--- src/rtl/dvp_camera_tx_if.sv ---
// Pixel-stream handshake plus the DVP output bus of dvp_camera_tx.
//
// Signals:
//   pix_data  [23:0]  {R8,G8,B8} pixel from the frame source
//   pix_valid         pix_data is valid
//   pix_ready         camera model takes a pixel this cycle
//   vsync             frame sync
//   href              line valid
//   d         [7:0]   byte-serial RGB565
//
// Modports:
//   master  the camera model side (consumes pixels, drives the DVP bus)
//   slave   the source / capture side (supplies pixels, observes the DVP bus)
interface dvp_camera_tx_if;
    logic [23:0] pix_data;
    logic        pix_valid;
    logic        pix_ready;
    logic        vsync;
    logic        href;
    logic [7:0]  d;

    modport master (
        input  pix_data,
        input  pix_valid,
        output pix_ready,
        output vsync,
        output href,
        output d
    );

    modport slave (
        output pix_data,
        output pix_valid,
        input  pix_ready,
        input  vsync,
        input  href,
        input  d
    );
endinterface

--- src/rtl/dvp_camera_tx.sv ---
// DVP (OV7670-style) camera transmitter: turns a 24-bit RGB pixel stream into
// vsync / href / byte-serial RGB565 frame timing, every output registered on pclk.
//
// Ports:
//   pclk         clock
//   rst          synchronous active-high reset
//   enable       run frames back-to-back while high; a started frame always completes
//   pattern_sel  select internal colour bars for the next frame (DVP_TEST_PATTERN_EN only)
//   frame_start  one-cycle pulse in the first vsync cycle
//   frame_done   one-cycle pulse in the last front-porch cycle
//   underflow    sticky: a pixel slot found pix_valid low (cleared by rst only)
//   bus          dvp_camera_tx_if.master: pix_data/pix_valid/pix_ready, vsync/href/d
//
// Optional feature: define DVP_TEST_PATTERN_EN to build the eight-bar colour generator.
module dvp_camera_tx #(
    parameter int H_ACTIVE    = 640,
    parameter int V_ACTIVE    = 480,
    parameter int H_BLANK     = 144,
    parameter int VSYNC_LINES = 3,
    parameter int V_BACK      = 17,
    parameter int V_FRONT     = 10
) (
    input  logic               pclk,
    input  logic               rst,
    input  logic               enable,
    input  logic               pattern_sel,
    output logic               frame_start,
    output logic               frame_done,
    output logic               underflow,
    dvp_camera_tx_if.master    bus
);
    function automatic int max2(input int a, input int b);
        return (a > b) ? a : b;
    endfunction

    localparam int LINE_LEN  = 2 * H_ACTIVE + H_BLANK;
    localparam int BYTES     = 2 * H_ACTIVE;
    localparam int VS_LEN    = VSYNC_LINES * LINE_LEN;
    localparam int VB_LEN    = V_BACK * LINE_LEN;
    localparam int VF_LEN    = V_FRONT * LINE_LEN;
    localparam int BLANK_MAX = max2(max2(VS_LEN, VB_LEN), max2(VF_LEN, H_BLANK));
    localparam int BYTE_W    = $clog2(BYTES);
    localparam int LINE_W    = (V_ACTIVE > 1) ? $clog2(V_ACTIVE) : 1;
    localparam int BLANK_W   = (BLANK_MAX > 1) ? $clog2(BLANK_MAX) : 1;

    localparam logic [BLANK_W-1:0] VS_LAST   = BLANK_W'(VS_LEN - 1);
    localparam logic [BLANK_W-1:0] VB_LAST   = BLANK_W'(VB_LEN - 1);
    localparam logic [BLANK_W-1:0] VF_LAST   = BLANK_W'(VF_LEN - 1);
    localparam logic [BLANK_W-1:0] HB_LAST   = BLANK_W'(H_BLANK - 1);
    localparam logic [BYTE_W-1:0]  BYTE_LAST = BYTE_W'(BYTES - 1);
    localparam logic [LINE_W-1:0]  LINE_LAST = LINE_W'(V_ACTIVE - 1);

    typedef enum logic [2:0] {IDLE, VSYNC, VBACK, ACTIVE, HBLANK, VFRONT} state_t;

    state_t               state, nxt_state;
    logic [BYTE_W-1:0]    byte_cnt;
    logic [LINE_W-1:0]    line_cnt;
    logic [BLANK_W-1:0]   blank_cnt;

    logic                 vsync_r, href_r, ready_r, start_r, done_r, uflow_r;
    logic [7:0]           d_r, lo_byte;
    logic                 vsync_nxt, href_nxt, ready_nxt, start_nxt, done_nxt, uflow_nxt;
    logic [7:0]           d_nxt, lo_nxt;

    logic                 pattern_on;
    logic [15:0]          bar_rgb;

`ifdef DVP_TEST_PATTERN_EN
    localparam logic [BYTE_W-1:0] BAR_BYTES = BYTE_W'(H_ACTIVE / 4);

    function automatic logic [15:0] bar_color(input logic [2:0] idx);
        case (idx)
            3'd0:    return 16'hFFFF;
            3'd1:    return 16'hFFE0;
            3'd2:    return 16'h07FF;
            3'd3:    return 16'h07E0;
            3'd4:    return 16'hF81F;
            3'd5:    return 16'hF800;
            3'd6:    return 16'h001F;
            default: return 16'h0000;
        endcase
    endfunction

    // Pattern choice is frozen for the whole frame at VSYNC entry.
    always_ff @(posedge pclk) begin
        if (rst)
            pattern_on <= 1'b0;
        else if (state != VSYNC && nxt_state == VSYNC)
            pattern_on <= pattern_sel;
    end

    always_comb bar_rgb = bar_color(3'(byte_cnt / BAR_BYTES));
`else
    logic unused_pattern_sel;
    assign unused_pattern_sel = pattern_sel;
    assign pattern_on         = 1'b0;
    assign bar_rgb            = '0;
`endif

    // State register and counters; counters restart on every state change.
    always_ff @(posedge pclk) begin
        if (rst) begin
            state     <= IDLE;
            byte_cnt  <= '0;
            line_cnt  <= '0;
            blank_cnt <= '0;
        end else begin
            state <= nxt_state;
            if (nxt_state != state) begin
                byte_cnt  <= '0;
                blank_cnt <= '0;
            end else begin
                if (state == ACTIVE)
                    byte_cnt <= byte_cnt + 1'b1;
                if (state inside {VSYNC, VBACK, HBLANK, VFRONT})
                    blank_cnt <= blank_cnt + 1'b1;
            end
            // Line index spans ACTIVE/HBLANK alternations, so it restarts per frame.
            if (state != VSYNC && nxt_state == VSYNC)
                line_cnt <= '0;
            else if (state == HBLANK && nxt_state != HBLANK)
                line_cnt <= (line_cnt == LINE_LAST) ? '0 : line_cnt + 1'b1;
        end
    end

    always_comb begin
        nxt_state = state;
        unique case (state)
            IDLE:    if (enable) nxt_state = VSYNC;
            VSYNC:   if (blank_cnt == VS_LAST) nxt_state = VBACK;
            VBACK:   if (blank_cnt == VB_LAST) nxt_state = ACTIVE;
            ACTIVE:  if (byte_cnt == BYTE_LAST) nxt_state = HBLANK;
            HBLANK:  if (blank_cnt == HB_LAST)
                         nxt_state = (line_cnt == LINE_LAST) ? VFRONT : ACTIVE;
            VFRONT:  if (blank_cnt == VF_LAST) nxt_state = enable ? VSYNC : IDLE;
            default: nxt_state = IDLE;
        endcase
    end

    // Outputs are registered one cycle behind the state. pix_ready is the
    // exception: it must lead its high byte, so it is derived from nxt_state.
    always_comb begin
        vsync_nxt = (state == VSYNC);
        href_nxt  = (state == ACTIVE);
        start_nxt = (state == VSYNC) && (blank_cnt == '0);
        done_nxt  = (state == VFRONT) && (blank_cnt == VF_LAST);
        ready_nxt = (nxt_state == ACTIVE) && (state != ACTIVE || byte_cnt[0]) && !pattern_on;
        uflow_nxt = uflow_r;
        lo_nxt    = lo_byte;
        d_nxt     = '0;
        if (state == ACTIVE) begin
            if (pattern_on) begin
                d_nxt = byte_cnt[0] ? bar_rgb[7:0] : bar_rgb[15:8];
            end else if (!byte_cnt[0]) begin
                // ready_r is high in exactly these slots: this edge takes the pixel.
                if (bus.pix_valid) begin
                    d_nxt  = {bus.pix_data[23:19], bus.pix_data[15:13]};
                    lo_nxt = {bus.pix_data[12:10], bus.pix_data[7:3]};
                end else begin
                    d_nxt     = '0;
                    lo_nxt    = '0;
                    uflow_nxt = 1'b1;
                end
            end else begin
                d_nxt = lo_byte;
            end
        end
    end

    always_ff @(posedge pclk) begin
        if (rst) begin
            vsync_r <= 1'b0;
            href_r  <= 1'b0;
            ready_r <= 1'b0;
            start_r <= 1'b0;
            done_r  <= 1'b0;
            uflow_r <= 1'b0;
            d_r     <= '0;
            lo_byte <= '0;
        end else begin
            vsync_r <= vsync_nxt;
            href_r  <= href_nxt;
            ready_r <= ready_nxt;
            start_r <= start_nxt;
            done_r  <= done_nxt;
            uflow_r <= uflow_nxt;
            d_r     <= d_nxt;
            lo_byte <= lo_nxt;
        end
    end

    assign bus.vsync     = vsync_r;
    assign bus.href      = href_r;
    assign bus.d         = d_r;
    assign bus.pix_ready = ready_r;
    assign frame_start   = start_r;
    assign frame_done    = done_r;
    assign underflow     = uflow_r;
endmodule

--- src/flat_wrapper.sv ---
// flat-port wrapper written by rule: the top's interface ports become plain ports
module dvp_camera_tx_flat 
#(
    parameter int H_ACTIVE    = 640,
    parameter int V_ACTIVE    = 480,
    parameter int H_BLANK     = 144,
    parameter int VSYNC_LINES = 3,
    parameter int V_BACK      = 17,
    parameter int V_FRONT     = 10
)
  (pclk, rst, enable, pattern_sel, frame_start, frame_done, underflow, bus_pix_data, bus_pix_valid, bus_pix_ready, bus_vsync, bus_href, bus_d);
  dvp_camera_tx_if bus_i ();
  input  logic pclk;
  input  logic rst;
  input  logic enable;
  input  logic pattern_sel;
  output logic frame_start;
  output logic frame_done;
  output logic underflow;
  input wire logic [$bits(bus_i.pix_data)-1:0] bus_pix_data;
  input wire logic [$bits(bus_i.pix_valid)-1:0] bus_pix_valid;
  output wire logic [$bits(bus_i.pix_ready)-1:0] bus_pix_ready;
  output wire logic [$bits(bus_i.vsync)-1:0] bus_vsync;
  output wire logic [$bits(bus_i.href)-1:0] bus_href;
  output wire logic [$bits(bus_i.d)-1:0] bus_d;
  assign bus_i.pix_data = bus_pix_data;
  assign bus_i.pix_valid = bus_pix_valid;
  assign bus_pix_ready = bus_i.pix_ready;
  assign bus_vsync = bus_i.vsync;
  assign bus_href = bus_i.href;
  assign bus_d = bus_i.d;
  dvp_camera_tx #(.H_ACTIVE(H_ACTIVE), .V_ACTIVE(V_ACTIVE), .H_BLANK(H_BLANK), .VSYNC_LINES(VSYNC_LINES), .V_BACK(V_BACK), .V_FRONT(V_FRONT)) u_core (.pclk(pclk), .rst(rst), .enable(enable), .pattern_sel(pattern_sel), .frame_start(frame_start), .frame_done(frame_done), .underflow(underflow), .bus(bus_i));
endmodule
--- config.mk ---
export PLATFORM = sky130hd
export DESIGN_NAME = dvp_camera_tx_flat
export DESIGN_NICKNAME = d
export VERILOG_FILES = /design/src/rtl/dvp_camera_tx_if.sv /design/src/rtl/dvp_camera_tx.sv /design/src/flat_wrapper.sv
export SDC_FILE = /design/constraint.sdc
export NUM_CORES = 1
export LEC_CHECK = 0
export BUFFER_PORTS_ARGS = -buffer_cell sky130_fd_sc_hd__buf_2
export CAP_MARGIN = 40
export CORE_UTILIZATION = 50
export CTS_CLUSTER_SIZE = 20
export DETAILED_ROUTE_END_ITERATION = 8
export PLACE_DENSITY = 0.73
export REMOVE_ABC_BUFFERS = 1
export SLEW_MARGIN = 5
export SYNTH_ARGS = -nofsm -noshare
export SYNTH_HDL_FRONTEND = slang
export SYNTH_SLANG_ARGS = --single-unit
export TNS_END_PERCENT = 30
--- constraint.sdc ---
create_clock -name pclk -period 2.35 [get_ports pclk]
set_input_delay 0.47 -clock pclk [delete_from_list [all_inputs] [get_ports pclk]]
set_output_delay 0.47 -clock pclk [all_outputs]
set_load 0.005 [all_outputs]
==> run_results.csv, run 1 <==
group,metric,value,unit
outcome,status,"finished clean",
sta,drv_slew,0,
routing,dr.pass1.iters,4,
placement,routabilityCongestion,0.833,
logic_synthesis,async_reset_ff_share,0,%
worst_hold_path,hold_depth,2,
worst_hold_path,min_from,"bus_pix_data[10]",
logic_synthesis,synth-seq-area-share,44.0,%
power,power.density,654,nW/µm²
sta,worstMarginPinSlew,0.538,ns
routing,vias,2257,
die,die_w,75.9,µm
worst_setup_path,worst_path_largest_cell_delay,0.57,ns
placement,dpl_cell_area,3090,µm²
logic_synthesis,synth-seq-cells,60,
worst_setup_path,rr_startpoint,"u_core.blank_cnt[0]",
die,coreArea,5170,µm²
placement,place.port_buffers,33,
worst_setup_path,r2r_end,"u_core.blank_cnt[8]",
logic_synthesis,yosysMostFrequentCell,"dfxtp_1",
grt,gr-total-overflow,0,
grt,grt_max_degree,18,
layout,multiInputGateArea,1450,µm²
worst_setup_path,path_cells,"ha_2, nand2_1, or4_4, a21oi_2, or4b_4, nand3_4, buf_12, nor2_1",
routing,drc,0,
routing,wirelength,5.39,mm
clock_tree,root_buffer,"clkbuf_8",
worst_hold_path,hold_end,"u_core.lo_byte[5]",
worst_setup_path,cp-start-kind,"flop",
power,clock_power_share,47.7,%
sta,rsz0062_at_grt,"no",
worst_setup_path,worstPathArrival,2.47,ns
logic_synthesis,syn-cell-area,2730,µm²
grt,grt_first_pass_wirelength,9.53,mm
die,start_util,52.8,%
clock_tree,clk_latency,0.34,ns
layout,finish.instance_area,3330,µm²
sta,slew_headroom,64.0,%
sta,finClkSkew,0.00861,ns
worst_setup_path,endpoint_kind,"flop",
worst_setup_path,critPathSlowestCell,"or4_4",
worst_setup_path,crit_type,"flop to flop",
routing,ant_nets,0,
clock_tree,cts_made_buffers,9,
power,switching_share,20.8,%
sta,timing.hold.ws,0.336,ns
routing,viasPerCell,5.27,
logic_synthesis,synth_edf_count,0,
sta,setup_viol,0,
power,comb_power_share,5.2,%
worst_setup_path,regToRegSetupSlack,0.11,ns
worst_hold_path,hp-class,"input port to flop",
routing,wl_per_cell,12.6,µm
logic_synthesis,synthCells,303,
clock_tree,clk_pin_slew,0.07,ns
worst_setup_path,required,2.58,ns
clock_tree,cts_max_level,3,
layout,n_antenna_cell,0,
layout,fill_cells,457,
logic_synthesis,avgSynthCellArea,9.01,µm²
clock_tree,clock-sinks,60,
logic_synthesis,synth_top_area_share,44.0,%
die,fp.dieH,75.9,µm
grt,antenna_found_initial,0,
clock_tree,cts_tree,"yes",
logic_synthesis,ys_warn_count,0,
routing,drt_iter0_drc,139,
power,fin_total_pwr,2.18,mW
power,p_int,1.72,mW
logic_synthesis,synth_common_cells,"60 x dfxtp_1, 57 x nor2_1, 22 x nand2_1",
clock_tree,cts_buffer_depth,2,
layout,regArea,1200,µm²
die,rows,26,
power,seq_power_share,47.1,%
sta,max_freq,0.447,GHz
worst_setup_path,crit_family,"simple AND/OR/NAND/NOR gates",
power,p_leak,1.31,nW
grt,grt_usage,20.7,%
worst_setup_path,path_max_fanout,17,
layout,final_nets,387,
sta,period_share,95.3,%
sta,period_needed,2.24,ns
power,ir_drop,0.528,mV
layout,utilization,64.4,%
logic_synthesis,yosysTopAreaCell,"dfxtp_1",
worst_setup_path,path_buf_inv,1,
logic_synthesis,ys.flop_type,"dfxtp_1",
flow_run,max_cap_violations,0,
layout,syn2layout_area_growth,22.0,%
sta,final.setup.tns,0,ns
die,io_pins,43,
logic_synthesis,synthTopCellsByArea,"dfxtp_1 44%, nor2_1 7.8%, xor2_1 5.8%, a22o_1 5.1%, nand3_1 3.5%",
power,p_switching,0.453,mW
layout,drive_gt1_share,23.2,%
grt,grt_pass1_vias,2184,
sta,hold_viol_final,0,
placement,dpl.hpwl,3.91,mm
die,dieArea,5760,µm²
worst_setup_path,ff2ff_path_depth,8,
logic_synthesis,ys_types,49,
## layer usage
metal	share of wire, %	up-vias	GRT usage [%]	routed length [µm]
met5	0	-	0	0
met4	1.3	0	8.85	68
met3	3.6	6	6.27	196
met2	48	35	34.6	2610
met1	47	1050	24.4	2520
li1	-	1166	-	-
## final cells by class
type                       count  share of cell area, %
multi-input combinational    223                   43.4
tap                           70                   2.63
timing repair buffer          54                   10.4
clock inverter                 4                   2.18
inverter                       6                  0.676
sequential                    60                   36.1
clock buffer                  11                   4.54
## layout by cell type, fill, tap and decap left out, drive strengths merged, types with 5 or more instances in the layout
cell,count
o21ai,5
nand3,20
nand2,22
a21oi,9
and2,5
dfxtp,60
xnor2,9
inv,6
nand4,8
xor2,18
a22o,16
buf,54
clkbuf,11
nor2,57
## stage by stage
stage	worst slack, ns	std cells
final	0.111	428
after detailed placement	0.0698	413
after global routing	0.0167	428
after global placement	0.0813	413
after floorplan	0.199	289
after CTS	0.0447	428
## worst max-delay path by stage
stage / from / slack, ns / depth (start not counted) / end
CTS: u_core.blank_cnt[4] / 0.04 / 7 / u_core.line_cnt[6]
floorplan: u_core.blank_cnt[0] / 0.20 / 7 / u_core.blank_cnt[0]
detailed placement: u_core.blank_cnt[4] / 0.07 / 7 / u_core.line_cnt[6]
finish: u_core.blank_cnt[0] / 0.11 / 8 / u_core.blank_cnt[8]
global placement: u_core.blank_cnt[4] / 0.08 / 7 / u_core.line_cnt[6]
global route: u_core.blank_cnt[0] / 0.02 / 8 / u_core.blank_cnt[10]
## power by group through the flow
stage | Sequential, mW | Clock, mW | Combinational (mW)
global placement | 1.05 | 0 | 0.111
CTS | 1.03 | 1.06 | 0.113
finish | 1.03 | 1.04 | 0.113
global route | 1.03 | 1.11 | 0.122
detailed placement | 1.05 | 0 | 0.113
floorplan | 1.05 | 0 | 0.0519
## logic make-up after synthesis
group	synth area share [%]
adders and majority gates	1.83
and+or+nand+nor	29.4
DFF	44.0
buffers and inverters	3.76
AOI/OAI and AO/OA	11.3
muxes	1.10
xor gates and xnor gates	8.66
## registers in the layout (all words and copies together) (netlist names)
signal,flops
u_core.underflow,1
u_core.bus.vsync,1
u_core.bus.pix_ready,1
u_core.state,3
u_core.blank_cnt,15
u_core.bus.href,1
u_core.lo_byte,8
u_core.bus.d,8
u_core.frame_done,1
u_core.frame_start,1
u_core.line_cnt,9
u_core.byte_cnt,11
## what timing repair did
item,4_1_cts,5_1_grt
gates resized for setup,0,5
hold buffers,0,0
endpoints found under the setup margin,0,35
setup buffers,0,0
No activity file was read; power rests on OpenSTA's default activity.
==> run 2: changes to the inputs <==
PLACE_DENSITY = 0.76   (was 0.73)
clock period = 2 ns   (was 2.35 ns; I/O delays follow)
==> run_results.csv, run 2 (synthesized netlist as in run 1, its figures left out) <==
group,metric,value,unit
layout,drive_gt1_share,32.9,%
clock_tree,clk_latency,0.35,ns
placement,routabilityCongestion,0.843,
sta,rsz0062_at_grt,"yes",
clock_tree,cts_tree,"yes",
worst_setup_path,path_max_fanout,10,
layout,stdcell_count,474,
clock_tree,cts_max_level,3,
sta,worstMarginPinSlew,0.560,ns
placement,place.port_buffers,33,
layout,syn2layout_area_growth,37.3,%
layout,finish.instance_area,3750,µm²
worst_setup_path,path_cells,"buf_6, nand4bb_1, or4_4, a21oi_4, or4b_4, nand3_4, buf_12, buf_12, nor2_1",
worst_setup_path,r2r_end,"u_core.byte_cnt[8]",
grt,gr-total-overflow,0,
sta,max_freq,0.427,GHz
clock_tree,holdBufCountCts,0,
die,rows,26,
power,p_leak,1.56,nW
clock_tree,cts_made_buffers,9,
clock_tree,clock-sinks,60,
die,dieArea,5760,µm²
routing,drc,0,
layout,fill_cells,351,
routing,drt_iter0_drc,97,
worst_setup_path,worst_path_largest_cell_delay,0.58,ns
worst_setup_path,worstPathArrival,2.58,ns
grt,antenna_found_initial,0,
layout,mostFrequentLayoutCells,"59 x buf_4, 57 x nor2_1, 56 x dfxtp_1, 33 x buf_2, 22 x nand2_1",
sta,hold_viol_final,0,
worst_setup_path,regToRegSetupSlack,-0.34,ns
routing,ant_nets,0,
routing,wirelength,6.86,mm
worst_setup_path,cpMostUsedCell,"buf_12",
worst_setup_path,critPathSlowestCell,"or4_4",
layout,reg.largest.list,"u_core.blank_cnt x15, u_core.byte_cnt x11, u_core.line_cnt x9",
clock_tree,clk_pin_slew,0.08,ns
routing,wl_per_cell,14.5,µm
outcome,status,"finished, violations left",
placement,dp_cells,454,
worst_hold_path,min_from,"bus_pix_data[4]",
layout,largest_reg_flops,15,
worst_setup_path,crit_type,"flop to flop",
grt,grt_usage,24.0,%
layout,final_nets,432,
sta,drv_slew,0,
placement,dpl.hpwl,4.32,mm
sta,period_needed,2.34,ns
routing,vias,2550,
layout,n_antenna_cell,0,
placement,dpl_cell_area,3380,µm²
clock_tree,root_buffer,"clkbuf_8",
sta,finClkSkew,0.00879,ns
placement,place_ws,-0.273,ns
layout,regMostFlops,"u_core.blank_cnt",
layout,final_common_cell,"buf_4",
grt,grt_first_pass_wirelength,11.1,mm
layout,utilization,72.5,%
die,io_pins,43,
worst_setup_path,required,2.24,ns
power,fin_total_pwr,2.62,mW
grt,grt_pass1_vias,2510,
sta,setup_viol,35,
flow_run,max_cap_violations,0,
die,coreArea,5170,µm²
sta,period_share,117,%
sta,slew_headroom,62.4,%
die,die_w,75.9,µm
routing,dr.pass1.iters,4,
sta,setup_ws,-0.340,ns
worst_hold_path,hold_depth,2,
worst_hold_path,hp-class,"input port to flop",
worst_setup_path,rr_startpoint,"u_core.blank_cnt[9]",
die,start_util,52.8,%
clock_tree,cts_buffer_depth,2,
grt,grt_max_degree,17,
worst_setup_path,cp-start-kind,"flop",
power,ir_drop,0.560,mV
power,power.density,699,nW/µm²
worst_hold_path,hold_end,"u_core.lo_byte[1]",
worst_setup_path,endpoint_kind,"flop",
outcome,violations,"negative setup slack",
die,fp.dieH,75.9,µm
worst_setup_path,ff2ff_path_depth,9,
routing,viasPerCell,5.38,
run 2: cell count changes in the layout (fill, tap and decap cells not counted), sizes merged:
cell	before	now
buf	54	99
clkinv	1	3
clkbuf	11	9
clkinvlp	1	2
run 2: metrics by stage:
stage | TNS, ns | hold WS, ns
after floorplan | -5.10 | 0.443
after global placement | -6.62 | 0.450
after detailed placement | -8.60 | 0.456
after CTS | -7.48 | 0.247
after global routing | -12.28 | 0.258
final | -10.95 | 0.253
run 2: layout make-up:
class	instances	area [µm²]	share of cell area, %
Inverter	6	22.5	0.600
Tap cell	70	87.6	2.33
Timing Repair Buffer	99	729	19.4
Sequential cell	60	1210	32.2
Clock inverter	7	101	2.70
Multi-Input combinational cell	223	1480	39.4
Clock buffer	9	124	3.30
run 2: worst max path at each step:
stage	start	endpoint	depth (start not counted)
3_5_place_dp	u_core.blank_cnt[1]	u_core.byte_cnt[8]	8
5_1_grt	u_core.line_cnt[0]	u_core.byte_cnt[1]	10
3_3_place_gp	u_core.blank_cnt[1]	u_core.byte_cnt[3]	8
4_1_cts	u_core.blank_cnt[9]	u_core.blank_cnt[5]	9
2_1_floorplan	u_core.blank_cnt[0]	u_core.blank_cnt[0]	7
6_report	u_core.blank_cnt[9]	u_core.byte_cnt[8]	9
run 2: repair_timing:
item,in CTS,in global routing
pin swaps,8,0
setup endpoints to repair,37,37
buffers inserted,2,1
cloned,1,0
resized for setup,9,8
run 2: where the power goes:
group | leakage (nW) | internal [mW] | switching, mW
sequential | 0.486 | 1.20 | 0.00569
combinational | 0.964 | 0.0972 | 0.0843
clock | 0.106 | 0.706 | 0.528
run 2: critical path, delay by kind of cell (launching register included):
family / cells / cell delay [ns]
flip-flops: 1 / 0.37
AO/OA/AOI/OAI: 1 / 0.15
AND/OR/NAND/NOR: 5 / 1.37
buffers and inverters: 3 / 0.34
run 2: per-layer routing:
metal | vias to the layer above | routed length, µm | track usage [%]
li1 | 1256 | - | -
met1 | 1212 | 2860 | 27.3
met2 | 61 | 3460 | 42.5
met3 | 21 | 314 | 5.06
met4 | 0 | 230 | 11.7
met5 | - | 0 | 0
